## src/rtl/multicycle_control_if.sv

```systemverilog
// multicycle_control_if: control/status bundle between the multi-cycle FSM and its datapath
//   master (controller): inputs start_i, Op_i, Zero_i, Mem_ready_i; outputs all strobes, selects, flags, State_o
//   slave (datapath/memory side): the mirror image
interface multicycle_control_if;
   logic       start_i;
   logic [5:0] Op_i;
   logic       Zero_i;
   logic       Mem_ready_i;
   logic       PCWrite_o;
   logic       PCWriteCond_o;
   logic [1:0] PCSrc_o;
   logic       IorD_o;
   logic       IRWrite_o;
   logic       Memread_o;
   logic       Memwrite_o;
   logic       Mem2reg_o;
   logic       RegDst_o;
   logic       RegWrite_o;
   logic       ALUSrcA_o;
   logic [1:0] ALUSrcB_o;
   logic [2:0] ALUOp_o;
   logic       Illegal_o;
   logic       Timeout_o;
   logic [3:0] State_o;
   modport master (
      input  start_i, Op_i, Zero_i, Mem_ready_i,
      output PCWrite_o, PCWriteCond_o, PCSrc_o, IorD_o, IRWrite_o, Memread_o, Memwrite_o,
             Mem2reg_o, RegDst_o, RegWrite_o, ALUSrcA_o, ALUSrcB_o, ALUOp_o, Illegal_o,
             Timeout_o, State_o
   );
   modport slave (
      output start_i, Op_i, Zero_i, Mem_ready_i,
      input  PCWrite_o, PCWriteCond_o, PCSrc_o, IorD_o, IRWrite_o, Memread_o, Memwrite_o,
             Mem2reg_o, RegDst_o, RegWrite_o, ALUSrcA_o, ALUSrcB_o, ALUOp_o, Illegal_o,
             Timeout_o, State_o
   );
endinterface

```

## src/rtl/multicycle_control.sv

```systemverilog
// multicycle_control: FSM sequencing a multi-cycle MIPS-subset datapath with memory-wait timeout
//   clk_i clock, rst_i synchronous active-low reset, bus master modport carrying start/opcode/zero/ready
//   in and all datapath strobes, selects, Illegal_o pulse, sticky Timeout_o and State_o out
module multicycle_control #(
   parameter int unsigned MEM_TIMEOUT = 255
) (
   input logic               clk_i,
   input logic               rst_i,
   multicycle_control_if.master bus
);
   typedef enum logic [3:0] {
      IDLE, FETCH, DECODE, MEMADR, MEMRD, MEMWB, MEMWR, EXEC, RWB, ADDI, IWB, BRANCH, JUMP, HALT
   } state_t;
   localparam logic [7:0] LIM = 8'(MEM_TIMEOUT);
   state_t     state, nxt;
   logic [7:0] cnt;
   logic       timeout, mem_st, hit;
   state_t     fetch_nxt;
   always_ff @(posedge clk_i) begin
      if (!rst_i) begin
         state   <= IDLE;
         cnt     <= '0;
         timeout <= 1'b0;
      end else begin
         state   <= nxt;
         cnt     <= (mem_st && !bus.Mem_ready_i && nxt == state) ? cnt + 8'd1 : '0;
         timeout <= timeout | hit;
      end
   end
   always_comb begin
      bus.PCWrite_o     = 1'b0;
      bus.PCWriteCond_o = 1'b0;
      bus.PCSrc_o       = 2'b00;
      bus.IorD_o        = 1'b0;
      bus.IRWrite_o     = 1'b0;
      bus.Memread_o     = 1'b0;
      bus.Memwrite_o    = 1'b0;
      bus.Mem2reg_o     = 1'b0;
      bus.RegDst_o      = 1'b0;
      bus.RegWrite_o    = 1'b0;
      bus.ALUSrcA_o     = 1'b0;
      bus.ALUSrcB_o     = 2'b00;
      bus.ALUOp_o       = 3'b000;
      bus.Illegal_o     = 1'b0;
      fetch_nxt         = bus.start_i ? FETCH : IDLE;
      mem_st            = state inside {FETCH, MEMRD, MEMWR};
      hit               = mem_st && !bus.Mem_ready_i && cnt == LIM;
      nxt               = state;
      case (state)
         IDLE:   nxt = fetch_nxt;
         FETCH: begin
            bus.Memread_o = 1'b1;
            bus.ALUSrcB_o = 2'b01;
            bus.IRWrite_o = bus.Mem_ready_i;
            bus.PCWrite_o = bus.Mem_ready_i;
            nxt           = bus.Mem_ready_i ? DECODE : FETCH;
         end
         DECODE: begin
            bus.ALUSrcB_o = 2'b11;
            case (bus.Op_i)
               6'b000000:            nxt = EXEC;
               6'b100011, 6'b101011: nxt = MEMADR;
               6'b001000:            nxt = ADDI;
               6'b000100:            nxt = BRANCH;
               6'b000010:            nxt = JUMP;
               default: begin
                  bus.Illegal_o = 1'b1;
                  nxt           = fetch_nxt;
               end
            endcase
         end
         MEMADR: begin
            bus.ALUSrcA_o = 1'b1;
            bus.ALUSrcB_o = 2'b10;
            nxt           = bus.Op_i == 6'b100011 ? MEMRD : MEMWR;
         end
         MEMRD: begin
            bus.Memread_o = 1'b1;
            bus.IorD_o    = 1'b1;
            nxt           = bus.Mem_ready_i ? MEMWB : MEMRD;
         end
         MEMWB: begin
            bus.RegWrite_o = 1'b1;
            bus.Mem2reg_o  = 1'b1;
            nxt            = fetch_nxt;
         end
         MEMWR: begin
            bus.Memwrite_o = 1'b1;
            bus.IorD_o     = 1'b1;
            nxt            = bus.Mem_ready_i ? fetch_nxt : MEMWR;
         end
         EXEC: begin
            bus.ALUSrcA_o = 1'b1;
            bus.ALUOp_o   = 3'b111;
            nxt           = RWB;
         end
         RWB: begin
            bus.RegWrite_o = 1'b1;
            bus.RegDst_o   = 1'b1;
            nxt            = fetch_nxt;
         end
         ADDI: begin
            bus.ALUSrcA_o = 1'b1;
            bus.ALUSrcB_o = 2'b10;
            nxt           = IWB;
         end
         IWB: begin
            bus.RegWrite_o = 1'b1;
            nxt            = fetch_nxt;
         end
         BRANCH: begin
            bus.ALUSrcA_o     = 1'b1;
            bus.ALUOp_o       = 3'b001;
            bus.PCWriteCond_o = 1'b1;
            bus.PCSrc_o       = 2'b01;
            nxt               = fetch_nxt;
         end
         JUMP: begin
            bus.PCWrite_o = 1'b1;
            bus.PCSrc_o   = 2'b10;
            nxt           = fetch_nxt;
         end
         HALT:    nxt = HALT;
         default: nxt = IDLE;
      endcase
      // a late ready wins over the limit, so hit already excludes Mem_ready_i=1
      if (hit) nxt = HALT;
      bus.Timeout_o = timeout;
      bus.State_o   = state;
   end
endmodule

```

## src/flat_wrapper.sv

```systemverilog
// flat-port wrapper written by rule: the top's interface ports become plain ports
module multicycle_control_flat 
#(
   parameter int unsigned MEM_TIMEOUT = 255
)
  (clk_i, rst_i, bus_start_i, bus_Op_i, bus_Zero_i, bus_Mem_ready_i, bus_PCWrite_o, bus_PCWriteCond_o, bus_PCSrc_o, bus_IorD_o, bus_IRWrite_o, bus_Memread_o, bus_Memwrite_o, bus_Mem2reg_o, bus_RegDst_o, bus_RegWrite_o, bus_ALUSrcA_o, bus_ALUSrcB_o, bus_ALUOp_o, bus_Illegal_o, bus_Timeout_o, bus_State_o);
  multicycle_control_if bus_i ();
  input logic clk_i;
  input logic rst_i;
  input wire logic [$bits(bus_i.start_i)-1:0] bus_start_i;
  input wire logic [$bits(bus_i.Op_i)-1:0] bus_Op_i;
  input wire logic [$bits(bus_i.Zero_i)-1:0] bus_Zero_i;
  input wire logic [$bits(bus_i.Mem_ready_i)-1:0] bus_Mem_ready_i;
  output wire logic [$bits(bus_i.PCWrite_o)-1:0] bus_PCWrite_o;
  output wire logic [$bits(bus_i.PCWriteCond_o)-1:0] bus_PCWriteCond_o;
  output wire logic [$bits(bus_i.PCSrc_o)-1:0] bus_PCSrc_o;
  output wire logic [$bits(bus_i.IorD_o)-1:0] bus_IorD_o;
  output wire logic [$bits(bus_i.IRWrite_o)-1:0] bus_IRWrite_o;
  output wire logic [$bits(bus_i.Memread_o)-1:0] bus_Memread_o;
  output wire logic [$bits(bus_i.Memwrite_o)-1:0] bus_Memwrite_o;
  output wire logic [$bits(bus_i.Mem2reg_o)-1:0] bus_Mem2reg_o;
  output wire logic [$bits(bus_i.RegDst_o)-1:0] bus_RegDst_o;
  output wire logic [$bits(bus_i.RegWrite_o)-1:0] bus_RegWrite_o;
  output wire logic [$bits(bus_i.ALUSrcA_o)-1:0] bus_ALUSrcA_o;
  output wire logic [$bits(bus_i.ALUSrcB_o)-1:0] bus_ALUSrcB_o;
  output wire logic [$bits(bus_i.ALUOp_o)-1:0] bus_ALUOp_o;
  output wire logic [$bits(bus_i.Illegal_o)-1:0] bus_Illegal_o;
  output wire logic [$bits(bus_i.Timeout_o)-1:0] bus_Timeout_o;
  output wire logic [$bits(bus_i.State_o)-1:0] bus_State_o;
  assign bus_i.start_i = bus_start_i;
  assign bus_i.Op_i = bus_Op_i;
  assign bus_i.Zero_i = bus_Zero_i;
  assign bus_i.Mem_ready_i = bus_Mem_ready_i;
  assign bus_PCWrite_o = bus_i.PCWrite_o;
  assign bus_PCWriteCond_o = bus_i.PCWriteCond_o;
  assign bus_PCSrc_o = bus_i.PCSrc_o;
  assign bus_IorD_o = bus_i.IorD_o;
  assign bus_IRWrite_o = bus_i.IRWrite_o;
  assign bus_Memread_o = bus_i.Memread_o;
  assign bus_Memwrite_o = bus_i.Memwrite_o;
  assign bus_Mem2reg_o = bus_i.Mem2reg_o;
  assign bus_RegDst_o = bus_i.RegDst_o;
  assign bus_RegWrite_o = bus_i.RegWrite_o;
  assign bus_ALUSrcA_o = bus_i.ALUSrcA_o;
  assign bus_ALUSrcB_o = bus_i.ALUSrcB_o;
  assign bus_ALUOp_o = bus_i.ALUOp_o;
  assign bus_Illegal_o = bus_i.Illegal_o;
  assign bus_Timeout_o = bus_i.Timeout_o;
  assign bus_State_o = bus_i.State_o;
  multicycle_control #(.MEM_TIMEOUT(MEM_TIMEOUT)) u_core (.clk_i(clk_i), .rst_i(rst_i), .bus(bus_i));
endmodule
```

## config.mk

```make
export PLATFORM = sky130hd
export DESIGN_NAME = multicycle_control_flat
export DESIGN_NICKNAME = d
export VERILOG_FILES = /design/src/rtl/multicycle_control_if.sv /design/src/rtl/multicycle_control.sv /design/src/flat_wrapper.sv
export SDC_FILE = /design/constraint.sdc
export NUM_CORES = 1
export LEC_CHECK = 0
export BUFFER_PORTS_ARGS = -buffer_cell sky130_fd_sc_hd__buf_2
export CAP_MARGIN = 20
export CORE_MARGIN = 2
export CORE_UTILIZATION = 48
export DETAILED_ROUTE_END_ITERATION = 8
export GPL_ROUTABILITY_DRIVEN = 0
export PLACE_DENSITY = 0.78
export SYNTH_ARGS = -nofsm -noshare
export SYNTH_HDL_FRONTEND = slang
export SYNTH_SLANG_ARGS = --single-unit
```

## constraint.sdc

```tcl
create_clock -name clk_i -period 2 [get_ports clk_i]
set_clock_uncertainty 0.15 [all_clocks]
set_input_delay 0.2 -clock clk_i [delete_from_list [all_inputs] [get_ports clk_i]]
set_output_delay 0.2 -clock clk_i [all_outputs]
set_load 0.01 [all_outputs]
```

======== After elaboration in Yosys (flattened, before gate mapping) ========
Cells that the tools add are included.
storage, ports and cells
  register bits ........................... 13
  bits of input ports ..................... 11
  output and inout bits ................... 23
  word-level logic and storage cells ...... 64
cells by class
  $add $sub $neg .......................... 1
  eq/ne operators ......................... 20
  multiplexer cells ....................... 23
  bitwise operators ....................... 1
  reduce and logical (&&, ||, !) cells .... 16
operators by type and width
  kind                                                             count
  4-bit case mux with 9 select lines                               1
  4-bit == test, second input constant                             6
  4-bit case mux with 5 select lines                               1
  4-bit by 3-bit == test with 1-bit output, second input constant  4
  1-bit two-way mux                                                13
  6-bit == test, second input constant                             2
  6-bit OR reduction                                               2
  8-bit by 1-bit adder with 8-bit output, second input constant    1
  4-bit by 2-bit == test with 1-bit output, second input constant  2
  8-bit == test, second input constant                             1
  4-bit two-way mux                                                2
  2-bit OR reduction                                               4
  6-bit by 2-bit == test with 1-bit output, second input constant  1
  6-bit by 3-bit == test with 1-bit output, second input constant  1
  6-bit by 4-bit == test with 1-bit output, second input constant  1
  6-bit zero test                                                  1
  2-bit case mux with 3 select lines                               1
  3-bit case mux with 2 select lines                               1
  4-bit by 1-bit == test with 1-bit output, second input constant  1
  4-bit == test                                                    1
  4-bit zero test                                                  1
  2-bit two-way mux                                                2
  2-bit case mux with 2 select lines                               1
  4-bit OR reduction                                               1
  other kinds (7)                                                  9

======== Depth between registers and ports, before layout ========
  depth in word-level cells ............... 8
  mapped depth ............................ 6
  gate-level depth less buffers ........... 5

======== Worst setup path before layout ========
Ideal clock, no wire load.
  path kind ............................... register to register
  start ................................... reg u_core.state[3] (netlist: u_core.bus.State_o[3])
  end ..................................... reg u_core.state[0] (netlist: u_core.bus.State_o[0])
  setup time .............................. 0.127 ns
  arrival time ............................ 1.434 ns
  data required time ...................... 1.723 ns
  slack ................................... 0.290 ns
  stages on the path, launching flop included .. 7
  path buffers ............................ 2
  period minus slack after synthesis ...... 1.710 ns
  path through ............................ dfxtp_1 -> buf_4 -> nand2b_1 -> buf_4 -> o32ai_1 -> a21o_1 -> o41a_2
between the ends
  word-level cells in the longest chain between the ends .. 5
  elaborated cells between the ends (all ways) .. 20
  classes of those cells .................. eq/ne (13); mux (2); reduce/logical (5)
ends and longest elaborated chain
  element                                                                                     RTL line                   text
  from (decl)                                                                                 multicycle_control.sv:15   state_t state, nxt;
  from (signal assigned)                                                                      multicycle_control.sv:25   state <= nxt;
  parallel branches: the longest is 4 deep, another holds 4-bit case mux with 9 select lines  -
  4-bit two-way mux (*)                                                                       multicycle_control.sv:127  if (hit) nxt = HALT;
Mark *: on every way between the ends.
A chain may end at the register's enable or synchronous reset.

======== Worst setup path in the final report ========
  start ................................... reg u_core.state[3] (netlist: u_core.bus.State_o[3])
  end ..................................... out bus_Illegal_o
between the ends
  word-level cells in the longest chain between the ends .. 2
ends and longest elaborated chain
  element                                   RTL line                  text
  4-bit by 2-bit == test with 1-bit output  multicycle_control.sv:49  case (state)
  1-bit two-way mux                         multicycle_control.sv:49
  to (decl)                                 flat_wrapper.sv:27        output wire logic [$bits(bus_i.Illegal_o)-1:0] bus_Illegal_o;
No other way between the ends.

==> results by group <==
STA
  • Final period util: about 93%
  • Final min period: approximately 1900 ps
  • Final TNS setup: 0 ps
  • Final number of hold-violating endpoints: 0
  • Final setup fails: 0
  • RSZ-0062 raised after global routing: false
  • Worst-Margin Slew: around 480 ps
  • Fmax: roughly 540 MHz
  • Max Slew Vio Count: 0
  • Max-slew headroom: ~68%

Power and ir drop
  • Leakage: approximately 0.5 nW
  • P per Cell Area: 471 mW/mm^2
  • Comb pwr share: a little over a fifth
  • Clock power frac: ~30%
  • Flop pwr share: 49.7%
  • Worst IR drop on VDD: between 500 and 600 uV
  • Psw: about 0.00015 W
  • Switching share of power: between 20% and 30%
  • Pint: between 0.0003 and 0.0004 W

Die
  • Die extent in y: 48.1 um
  • IO Count: 34
  • Rows: 15
  • Initial Utilization: roughly 52%
  • Core ar.: between 0.0015 and 0.002 mm^2
  • Die Area: 0.00231 mm^2
  • Die width: 48.1 um

Worst setup path
  • Setup Crit Path Kind: register to output pin
  • Worst path arrival time: between 1500 and 2000 ps
  • Reg-to-Reg End: u_core.bus.State_o[0]$_SDFF_PN0_
  • Req. time, crit path: 1650 ps
  • Worst-path maximum fanout: 11
  • Setup crit end kind: output pin
  • Worst r2r src: u_core.bus.State_o[3]$_SDFF_PN0_
  • R2R setup slack: 260 ps
  • Register-to-Register Path Depth: 4
  • Setup crit start: u_core.bus.State_o[3]$_SDFF_PN0_
  • Crit start category: register

Layout
  • Nets: around 170
  • Register Area: 263 um^2
  • Fill count: 176
  • # diodes: 0
  • Layout Cells excl Fill: 180
  • Multi-input logic area: around 620 um^2
  • Layout cells sized above 1: around 32%
  • Synth-to-Final Area Change: 23.1%

Clocking
  • CTS max path bufs: 2
  • Post-CTS setup repair buffer count: 0
  • Skew-Pair Late Insertion Delay: ~280 ps
  • Root buf cell: clkbuf_4
  • Hold-fix buffers at CTS: 0
  • CTS tree: yes
  • H-Tree Depth: 1
  • CTS Sinks: 13
  • Worst-path clk slew: around 70 ps
  • Cts bufs inserted: 3

Outcome
  • Status: completed

Logic synthesis
  • Syn Std Cell Area: around 930 um^2
  • Avg Cell Area, Syn: approximately 7.6 um^2
  • Mapped Cells: about 120
  • Syn_nets: approximately 140
  • Post-synthesis sequential area ratio: between 20% and 30%
  • Count of cell types in the netlist: 42
  • Seq cells post-synth: 13
  • Yosys warning count: 0

Routing
  • DRC: 0
  • Drt wl/cell: around 13 um
  • Via density: roughly 5.5
  • Post-DRT Antenna Nets: 0
  • Initial DRC count: 10
  • Total number of vias: approximately 1000
  • Routed WL: roughly 2300 um
  • Router iterations before antenna repair: 4

GRT
  • GR Overflow Total: 0
  • GR Util All Layers: 20.7%
  • Vias in the first global route: approximately 850
  • Largest net degree at the start of global routing: 17
  • First-pass GRT wire length: 3380 um
  • Initial antenna violation count: 0

Run
  • Maxcap violations: 0

Hold path
  • Min-delay worst type: input pin to register
  • Hold path depth: 2
  • Worst hold start: rst_i
  • Worst Hold Path EP: u_core.bus.State_o[2]$_SDFF_PN0_

Placed design
  • DP HPWL: between 1500 and 2000 um
  • Placed Cells incl. Taps: 176
  • Buffers added on ports: 32
==> cells in the final DEF, fill, tap and decap left out, types with 2 or more instances in the layout <==
cell and n:
a21oi_1 6, a31oi_1 2, o21a_1 2, inv_1 5
nor3_1 6, buf_4 4, dfxtp_1 11, nand2_1 7
xor2_1 3, nand3_1 3, dfxtp_2 2, nor2_1 23
xnor2_1 4, buf_2 32, a21o_1 2, a211oi_1 2
nand2b_1 6, mux2i_1 2, o21ai_0 3, clkbuf_4 3
==> Yosys cell counts <==
cell | n | area (um^2)
a211oi_1 | 2 | 15.0
a211oi_2 | 1 | 12.5
a21boi_0 | 1 | 7.51
a21o_1 | 2 | 15.0
a21oi_1 | 6 | 30.0
a311oi_1 | 1 | 8.76
a31oi_1 | 2 | 12.5
a32o_1 | 1 | 10.0
and2_4 | 1 | 8.76
and4b_1 | 1 | 10.0
buf_2 | 2 | 10.0
buf_4 | 5 | 37.5
clkbuf_1 | 1 | 3.75
dfxtp_1 | 13 | 260
ha_1 | 1 | 12.5
inv_1 | 5 | 18.8
mux2i_1 | 2 | 20.0
nand2_1 | 7 | 26.3
nand2b_1 | 7 | 43.8
nand3_1 | 3 | 15.0
nand3b_1 | 1 | 7.51
nand3b_2 | 1 | 11.3
nand4b_1 | 1 | 8.76
nor2_1 | 24 | 90.1
nor2b_1 | 1 | 6.26
nor3_1 | 7 | 35.0
nor4_1 | 1 | 6.26
o2111a_1 | 1 | 11.3
o21a_1 | 2 | 15.0
o21ai_0 | 3 | 15.0
o21bai_1 | 1 | 7.51
o22ai_1 | 1 | 6.26
o2bb2ai_1 | 1 | 8.76
o31a_1 | 1 | 8.76
o32ai_1 | 1 | 8.76
o41a_1 | 1 | 11.3
o41a_2 | 1 | 12.5
o41ai_1 | 1 | 8.76
or2_2 | 1 | 6.26
or3b_1 | 1 | 8.76
xnor2_1 | 4 | 35.0
xor2_1 | 3 | 26.3
==> critical path, stage by stage (launching register included) <==
cell and delay, ps:
dfxtp_1 430, nand2b_1 240, nor3_2 270, nor2b_1 160, buf_2 130
==> power groups by stage <==
stage               Clock (W)  Sequential [W]  Combinational [W]
floorplan                   0        0.000273          0.0000680
global placement            0        0.000274           0.000106
detailed placement          0        0.000274           0.000108
CTS                  0.000163        0.000268           0.000109
global route         0.000174        0.000269           0.000126
finish               0.000160        0.000269           0.000113
==> repair_timing <==
item | in CTS | in global routing
pin swaps | 0 | 0
gates resized for setup | 1 | 5
endpoints found under the setup margin | 1 | 3
endpoints found under the hold margin | 0 | 0
==> logic make-up after synthesis <==
logic type,Yosys count,synth area share (%)
adders and majority gates,1,1.34
buffers and inverters,13,7.51
xor gates and xnor gates,7,6.57
DFF,13,27.9
AOI/OAI and AO/OA,30,24.1
and+or+nand+nor,57,30.4
muxes,2,2.14
==> per-stage QoR <==
step	area [um^2]	power (W)	worst slack [ps]	hold WS, ps	utilization (%)
floorplan	933	0.000341	290	167	-
global placement	1100	0.000380	286	296	61.9
detailed placement	1100	0.000383	270	311	61.9
CTS	1130	0.000541	59.0	59.3	63.6
global route	1150	0.000569	34.0	57.9	64.4
finish	1150	0.000541	142	50.4	64.4
==> flip-flops by register name, summed over array words and instances (netlist names) <==
register,flops
u_core.cnt,8
u_core.bus.Timeout_o,1
u_core.bus.State_o,4
==> area by class of cell <==
type	count	share of cell area, %
clock buffers	4	2.29
inverters	5	1.63
multi-input cells	97	53.9
flip-flops and latches	13	22.9
well taps	25	2.72
repair buffers	36	16.6
==> worst max-delay path by stage <==
| stage | to | slack [ps] | cells after the start |
|---|---|---|---|
| 4_1_cts | bus_PCWrite_o | 60 | 5 |
| 2_1_floorplan | u_core.bus.State_o[0]$_SDFF_PN0_ | 290 | 6 |
| 5_1_grt | bus_PCWrite_o | 30 | 4 |
| 3_5_place_dp | u_core.bus.State_o[1]$_SDFF_PN0_ | 270 | 5 |
| 3_3_place_gp | u_core.bus.State_o[0]$_SDFF_PN0_ | 290 | 4 |
| 6_report | bus_Illegal_o | 140 | 4 |
==> per-layer routing <==
metal | routed length [um] | up-vias | global-route usage [%] | part of all wire, %
li1 | - | 501 | - | -
met1 | 979 | 439 | 22.8 | 43
met2 | 1100 | 35 | 37.3 | 49
met3 | 123 | 7 | 4.44 | 5.5
met4 | 47 | 0 | 10.3 | 2.1
met5 | 0 | - | 0 | 0
(Power assumes the default switching activity.)
